[config.mk]
export PLATFORM = sky130hd
export DESIGN_NAME = fetch_unit
export DESIGN_NICKNAME = d
export VERILOG_FILES = /design/src/rtl/fetch_unit.sv
export SDC_FILE = /design/constraint.sdc
export NUM_CORES = 1
export LEC_CHECK = 0
export ABC_AREA = 0
export CORE_ASPECT_RATIO = 1.2
export CORE_UTILIZATION = 40
export DETAILED_ROUTE_END_ITERATION = 10
export DONT_BUFFER_PORTS = 1
export PLACE_DENSITY_LB_ADDON = 0.15
export SYNTH_ARGS = -nofsm -noshare
export SYNTH_HDL_FRONTEND = slang
export SYNTH_SLANG_ARGS = --single-unit
[constraint.sdc]
create_clock -name i_clk -period 4.54 [get_ports i_clk]
set_input_delay 0.681 -clock i_clk [delete_from_list [all_inputs] [get_ports i_clk]]
set_output_delay 0.681 -clock i_clk [all_outputs]
set_load 0.02 [all_outputs]
[src/rtl/fetch_unit.sv]
// Instruction fetch front end: credit-limited imem requests, in-order response buffer, redirect flush.
// Optional misaligned-redirect pulse on o_misalign when FETCH_MISALIGN_CHK_EN is defined.
module fetch_unit #(
    parameter logic [31:0] RESET_PC  = 32'h0000_0000,
    parameter int          BUF_DEPTH = 2
) (
    input  logic        i_clk,
    input  logic        i_reset,
    input  logic        i_redirect,
    input  logic [31:0] i_redirect_pc,
    output logic        o_imem_req_vld,
    output logic [31:0] o_imem_addr,
    input  logic        i_imem_req_rdy,
    input  logic        i_imem_rsp_vld,
    input  logic [31:0] i_imem_rsp_data,
    output logic        o_inst_vld,
    output logic [31:0] o_inst,
    output logic [31:0] o_pc,
    input  logic        i_inst_rdy,
    output logic        o_misalign,
    output logic [1:0]  o_dbg_state
);

    localparam int CW    = $clog2(BUF_DEPTH + 1);
    localparam int PW    = (BUF_DEPTH > 1) ? $clog2(BUF_DEPTH) : 1;
    localparam int NSLOT = 1 << PW;
    localparam logic [PW-1:0] PTR_LAST = PW'(BUF_DEPTH - 1);
    localparam logic [CW:0]   CREDITS  = (CW + 1)'(BUF_DEPTH);

    typedef enum logic [1:0] {
        ST_BOOT  = 2'd0,
        ST_FETCH = 2'd1,
        ST_FLUSH = 2'd2
    } state_t;

    state_t        state;
    logic [31:0]   fetch_pc;
    logic [31:0]   rsp_pc;
    logic [CW-1:0] out_cnt;
    logic [CW-1:0] buf_cnt;
    logic [CW-1:0] drop_cnt;
    logic [PW-1:0] head;
    logic [PW-1:0] tail;
    logic [31:0]   buf_inst [NSLOT];
    logic [31:0]   buf_pc   [NSLOT];

    logic [CW:0]   inflight;
    logic          req_xfer;
    logic          discard;
    logic          push;
    logic          pop;
    logic [31:0]   target;
    logic [CW-1:0] drop_next;

    // Valid/ready: a beat moves when valid and ready are both high on a rising edge; a raised
    // request holds address until accepted, and only a same-cycle redirect may withdraw it.
    assign inflight       = {1'b0, out_cnt} + {1'b0, buf_cnt};
    assign o_imem_req_vld = (state == ST_FETCH) && (inflight < CREDITS) && !i_redirect;
    assign o_imem_addr    = o_imem_req_vld ? fetch_pc : 32'h0;
    assign req_xfer       = o_imem_req_vld && i_imem_req_rdy;

    // Responses still owed to a redirected stream are dropped, including one landing with the redirect.
    assign discard   = i_redirect || (drop_cnt != '0);
    assign push      = i_imem_rsp_vld && !discard;
    assign pop       = o_inst_vld && i_inst_rdy;
    assign target    = {i_redirect_pc[31:2], 2'b00};
    assign drop_next = out_cnt - CW'(i_imem_rsp_vld);

    assign o_inst_vld  = (buf_cnt != '0);
    assign o_inst      = o_inst_vld ? buf_inst[head] : 32'h0;
    assign o_pc        = o_inst_vld ? buf_pc[head] : 32'h0;
    assign o_dbg_state = state;

    function automatic logic [PW-1:0] next_ptr(input logic [PW-1:0] p);
        return (p == PTR_LAST) ? '0 : p + PW'(1);
    endfunction

    always_ff @(posedge i_clk or negedge i_reset) begin
        if (!i_reset) begin
            state    <= ST_BOOT;
            fetch_pc <= RESET_PC;
            rsp_pc   <= RESET_PC;
            out_cnt  <= '0;
            buf_cnt  <= '0;
            drop_cnt <= '0;
            head     <= '0;
            tail     <= '0;
        end else begin
            out_cnt <= out_cnt + CW'(req_xfer) - CW'(i_imem_rsp_vld);
            if (i_redirect) begin
                // A decode pop this cycle still completes; whatever remains is flushed.
                fetch_pc <= target;
                rsp_pc   <= target;
                drop_cnt <= drop_next;
                buf_cnt  <= '0;
                head     <= '0;
                tail     <= '0;
                state    <= (drop_next != '0) ? ST_FLUSH : ST_FETCH;
            end else begin
                if (req_xfer) fetch_pc <= fetch_pc + 32'd4;
                if (push) begin
                    rsp_pc <= rsp_pc + 32'd4;
                    tail   <= next_ptr(tail);
                end
                if (pop) head <= next_ptr(head);
                buf_cnt <= buf_cnt + CW'(push) - CW'(pop);
                if ((drop_cnt != '0) && i_imem_rsp_vld) drop_cnt <= drop_cnt - CW'(1);
                case (state)
                    ST_BOOT:  state <= ST_FETCH;
                    ST_FLUSH: begin
                        if ((drop_cnt == '0) || ((drop_cnt == CW'(1)) && i_imem_rsp_vld))
                            state <= ST_FETCH;
                    end
                    default:  state <= state;
                endcase
            end
        end
    end

    always_ff @(posedge i_clk) begin
        if (push) begin
            buf_inst[tail] <= i_imem_rsp_data;
            buf_pc[tail]   <= rsp_pc;
        end
    end

`ifdef FETCH_MISALIGN_CHK_EN
    logic misalign_q;

    always_ff @(posedge i_clk or negedge i_reset) begin
        if (!i_reset) misalign_q <= 1'b0;
        else          misalign_q <= i_redirect && (i_redirect_pc[1:0] != 2'b00);
    end

    assign o_misalign = misalign_q;
`else
    logic unused_lsb;

    assign unused_lsb = ^i_redirect_pc[1:0];
    assign o_misalign = 1'b0;
`endif

`ifndef SYNTHESIS
    // Credits cover buffered plus outstanding fetches, so a response can never find the buffer full.
    a_no_push_full : assert property (@(posedge i_clk) disable iff (!i_reset)
        !(push && (buf_cnt == CW'(BUF_DEPTH))));
`endif

endmodule
[After elaboration in Yosys (flattened, before gate mapping)]
Memory sizes are Yosys's and may differ from the RTL's.
Cells that the tools add are included.
Storage, ports and cells
  flip-flop bits (word level): 74
  memory bits (writable): 128
  input port bits: 70
  output and inout bits: 101
  logic and storage cells: 70
  memories: 2
Cells by class
  add/sub/neg operators: 11
  order comparisons: 1
  equality and inequality tests: 4
  mux-type cells: 22
  reductions and logical operators: 22
Memory list
  buf_inst: depth 2, width 32, read ports 1, clocked after Yosys merged registers in 0, write ports 1, RTL line 44  | logic [31:0] buf_inst [NSLOT];
  buf_pc: depth 2, width 32, read ports 1, clocked after Yosys merged registers in 0, write ports 1, RTL line 45  | logic [31:0] buf_pc [NSLOT];
Operators by type and width (number)
  $mux 32: 7
  $add 32x3->32 const B: 2
  $reduce_bool 2->1: 7
  $mux 2: 6
  $mux 1: 8
  $logic_and 1x1->1: 7
  $sub 2x1->2: 3
  $add 2x1->2: 2
  $eq 2x1->1 const B: 2
  $logic_not 2->1: 2
  $pmux 2 s2: 1
  $add 2x2->3: 1
  $lt 3x2->1 const B: 1
  $ne 3x3->1 const B: 1
  $reduce_bool 3->1: 1
  $add 1x1->1 const B: 2
  $eq 2x2->1 const B: 1
  $logic_not 1->1: 2
  $logic_or 1x1->1: 2
  $reduce_and 2->1: 1
  $sub 2x1->2 const B: 1

[Logic depth before layout (Yosys ltp)]
  depth in word-level cells: 7
  depth in mapped cells: 11
  depth with buffers taken out: 10

[Worst setup path after synthesis]
OpenSTA, ideal clock, no wires.
  path kind: input to register
  start point: in i_redirect
  end point: mem buf_inst[0][0] (enable)
  library setup time: 482 ps
  arrival time: 3990 ps
  required time: 4058 ps
  setup slack: 67 ps
  stages on the path: 5
  buffers on the path: 2
  path through: clkbuf_1 clkinv_1 clkbuf_1 nand3_1 nor2_1
Between the ends
  longest elaborated chain between the ends: 5
RTL lines
  start: declaration: RTL line 9  | input logic i_redirect,
  $logic_or 1x1->1: RTL line 63  | assign discard = i_redirect || (drop_cnt != '0);
  $logic_not 1->1: RTL line 64  | assign push = i_imem_rsp_vld && !discard;
  $logic_and 1x1->1: RTL line 64
  $mux 1: RTL line 121  | if (push) begin
  $mux 1 (implied by the code): RTL line 122  | buf_inst[tail] <= i_imem_rsp_data;
  end: declaration: RTL line 44
No other way between the ends.

[Final worst setup path]
  start point: reg buf_cnt[0]
  end point: out o_imem_addr[23]
Between the ends
  longest elaborated chain between the ends: 5
RTL lines
  start: declaration: RTL line 40  | logic [CW-1:0] buf_cnt;
  start signal: assignment: RTL line 106  | buf_cnt <= buf_cnt + CW'(push) - CW'(pop);
  $add 2x2->3: RTL line 57  | assign inflight = {1'b0, out_cnt} + {1'b0, buf_cnt};
  $lt 3x2->1: RTL line 58  | assign o_imem_req_vld = (state == ST_FETCH) && (inflight < CREDITS) && !i_redirect;
  $logic_and 1x1->1 (2 in series): RTL line 58
  $mux 32: RTL line 59  | assign o_imem_addr = o_imem_req_vld ? fetch_pc : 32'h0;
  end: declaration: RTL line 12  | output logic [31:0] o_imem_addr,
No other way between the ends.

==> flow_summary_export.csv <==
group,metric,value,unit
route,vias,5726,
route,drt_iter0_markers,329,
power_and_ir_drop,power,5.253,mW
grt,grt.busiest_layer,"met2",
critical_path,reg2reg_from,"buf_cnt[0]$_DFF_PN0_",
placed_design,place.gp.congestion,0.8609,
floorplan,fp.dieH,165.5,um
power_and_ir_drop,p_leak,3.499,nW
timing,slew_headroom,26.30,%
grt,grt-ovfl-total,0,
route,routed_wl,19.98,mm
critical_path,critical_path.max_fanout,13,
synth,async_flop_share,36.08,%
power_and_ir_drop,p_int,3.347,mW
floorplan,die_w,138.2,um
run,cap_viol_max_count,0,
layout,antennaDiodeCount,0,
timing,rsz0062_at_grt,"false",
timing,finalCritPeriodShare,76.99,%
power_and_ir_drop,power_switching,1.906,mW
synth,avgSynthCellArea,11.88,um^2
layout,seq_area,5479,um^2
synth,synth_cell_types,48,
layout,final_cell_mix,"edfxtp_1, nor2_1, dfrtp_1",
timing,finClkSkew,0.01074,ns
placed_design,io_buffer_count,0,
grt,grt_usage,17.69,%
timing,setup_viol,0,
floorplan,initial_utilization,40.91,%
clock_network,htree_levels,4,
layout,multi_input_area,3189,um^2
synth,syn_area,8909,um^2
route,detail_route.wl_per_cell,19.51,um
timing,worstMarginPinSlew,1.105,ns
grt,use_met1,23.03,%
grt,grtUsageMet3,4.758,%
clock_network,clkLatencyLatePin,0.42,ns
route,ant_nets,0,
power_and_ir_drop,max-vdd-ir-drop,0.3496,mV
synth,yosysSeqAreaShare,61.46,%
status,status,"finished, violations left",
critical_path,r2r_slack,1.41,ns
timing,hold_ws,0.1251,ns
power_and_ir_drop,swShare,36.29,%
critical_path,worstPathRequired,3.86,ns
clock_network,cts_buffers,17,
timing,setup_tns,0,ns
power_and_ir_drop,power_frac_clock,29.3,%
layout,drive_gt1_share,7.733,%
power_and_ir_drop,pwr-share-comb,26.3,%
critical_path,reg2regPathDepth,10,
critical_path,worstPathArrival,2.81,ns
layout,syn_to_final_growth,9.831,%
grt,grt_pass1_vias,5523,
floorplan,rows,59,
status,violations,"design-rule violations",
layout,layout.nets,817,
timing,drv_slew,0,
route,drcViolationCount,34,
grt,grt_first_pass_wirelength,30.84,mm
critical_path,startpoint_type,"flip-flop",
route,viasPerCell,5.592,
floorplan,core,21780,um^2
timing,fin_crit,3.495,ns
floorplan,ios,171,
power_and_ir_drop,power_density,536.9,nW/um^2
layout,final_common_cell,"edfxtp_1",
synth,synthFlopType,"edfxtp_1",
grt,grt_use_met2,28.71,%
clock_network,cts.sinks,194,
clock_network,cts_buffer_depth,2,
synth,synth-edff-count,124,
clock_network,cts_resized,0,
power_and_ir_drop,seq_power_share,44.4,%
critical_path,cp_num_buf_inv,0,
critical_path,crit_chain,"and2_1 > fa_1 > or4b_4 > nor3_1",
critical_path,cp-end-kind,"output port",
clock_network,cts_tree,"done",
route,dr.pass1.iters,8,
grt,antenna_found_initial,0,
critical_path,crit_family,"simple AND/OR/NAND/NOR gates",
placed_design,hpwlAfterDp,13.51,mm
critical_path,cpPeakStageDelay,0.69,ns
timing,fmax,0.2861,GHz
critical_path,slowest_stage,"or4b_4",
synth,ys_ff_latch,194,
critical_path,critical_path_class,"flip-flop to output port",
clock_network,cts.clk_slew.worst_paths,0.07,ns
floorplan,die_area,22880,um^2
grt,grt_start_max_net_pins,71,
layout,fillers,2009,
synth,netlist_instances,750,
timing,hold_viol_final,0,
synth,ys_warn_count,0,
min_path,min_path_type,"input pin to async pin",
critical_path,r2r-end,"out_cnt[1]$_DFF_PN0_",
clock_network,cts_root_buf,"clkbuf_16",
## cells by family after synthesis
kind of cell | after synthesis | synth area share [%]
other | 1 | 0.04209
xor gates and xnor gates | 42 | 4.129
and+or+nand+nor | 286 | 16.01
adders and majority gates | 10 | 1.489
DFF | 194 | 61.46
buffers and inverters | 68 | 3.160
AOI/OAI and AO/OA | 77 | 5.520
muxes | 72 | 8.188
## sequential cells by signal, summed over array words and instances, names as in the netlist
register,count
buf_cnt,2
buf_pc,60
buf_inst,64
o_dbg_state,2
drop_cnt,2
head,1
rsp_pc,30
tail,1
fetch_pc,30
out_cnt,2
## metal layers
| layer | vias up | share of wire, % |
|---|---|---|
| met5 | - | 0 |
| met3 | 24 | 7.3 |
| li1 | 2683 | - |
| met2 | 210 | 47 |
| met4 | 0 | 1.6 |
| met1 | 2809 | 44 |
## worst max-delay path by stage
stage,startpoint,endpoint,depth (start not counted)
3_5_place_dp,buf_cnt[0]$_DFF_PN0_,out_cnt[1]$_DFF_PN0_,10
4_1_cts,buf_cnt[0]$_DFF_PN0_,o_imem_addr[23],4
2_1_floorplan,i_redirect,buf_inst[0][0]$_DFFE_PP_,5
6_report,buf_cnt[0]$_DFF_PN0_,o_imem_addr[23],4
3_3_place_gp,buf_cnt[0]$_DFF_PN0_,out_cnt[1]$_DFF_PN0_,10
5_1_grt,buf_cnt[0]$_DFF_PN0_,o_imem_addr[23],4
## power groups by stage
stage	logic (mW)	clock network (mW)	registers [mW]
global placement	1.36	0	2.36
finish	1.38	1.54	2.33
CTS	1.41	1.58	2.33
floorplan	1.23	0	2.23
global route	1.51	1.64	2.36
detailed placement	1.39	0	2.37
## area by class of cell
type                            instances  share of cell area (%)
Timing Repair Buffer                    7                  0.7417
Tap cell                              274                   3.504
Clock buffer                           18                   4.386
Multi-Input combinational cell        492                   32.60
Sequential cell                       194                   56.00
Inverter                               25                  0.9591
Clock inverter                         14                   1.816
## synthesized netlist by cell type, drive strengths merged, types with 18 or more instances
cell    number  area, um^2
dfrtp       70        1752
and3        33       206.5
xnor2       31       271.5
edfxtp     124        3724
mux2i       65       650.6
inv         24       90.08
nand4       22       137.6
o21ai       35       175.2
clkbuf      30       112.6
nor2        89       334.1
nor3        18       101.4
nand2       59       221.5
nand3       30       150.1
## worst register-to-register path: cells and delay by family (launching register included)
family | cells | cell delay, ns
XOR/XNOR | 2 | 0.30
adder cells (fa/ha/maj) | 3 | 1.01
buffers and inverters | 2 | 0.25
flip-flops | 1 | 0.42
AND/OR/NAND/NOR | 3 | 1.08
## stage by stage
step / setup slack (ns) / utilization (%) / std cells / instance area (um^2)
final: 1.045 / 44.93 / 1024 / 9784
after global routing: 1.002 / 44.93 / 1024 / 9784
after CTS: 1.061 / 44.93 / 1024 / 9784
after detailed placement: 1.438 / 42.02 / 991 / 9150
after global placement: 1.461 / 42.02 / 991 / 9150
after floorplan: 0.06720 / - / 754 / 8924
## repair_timing
| item | 4_1_cts | 5_1_grt |
|---|---|---|
| hold buffers | 1 | 0 |
| setup buffers | 0 | 0 |
| hold endpoints to repair | 70 | 0 |
(Power assumes the default switching activity.)
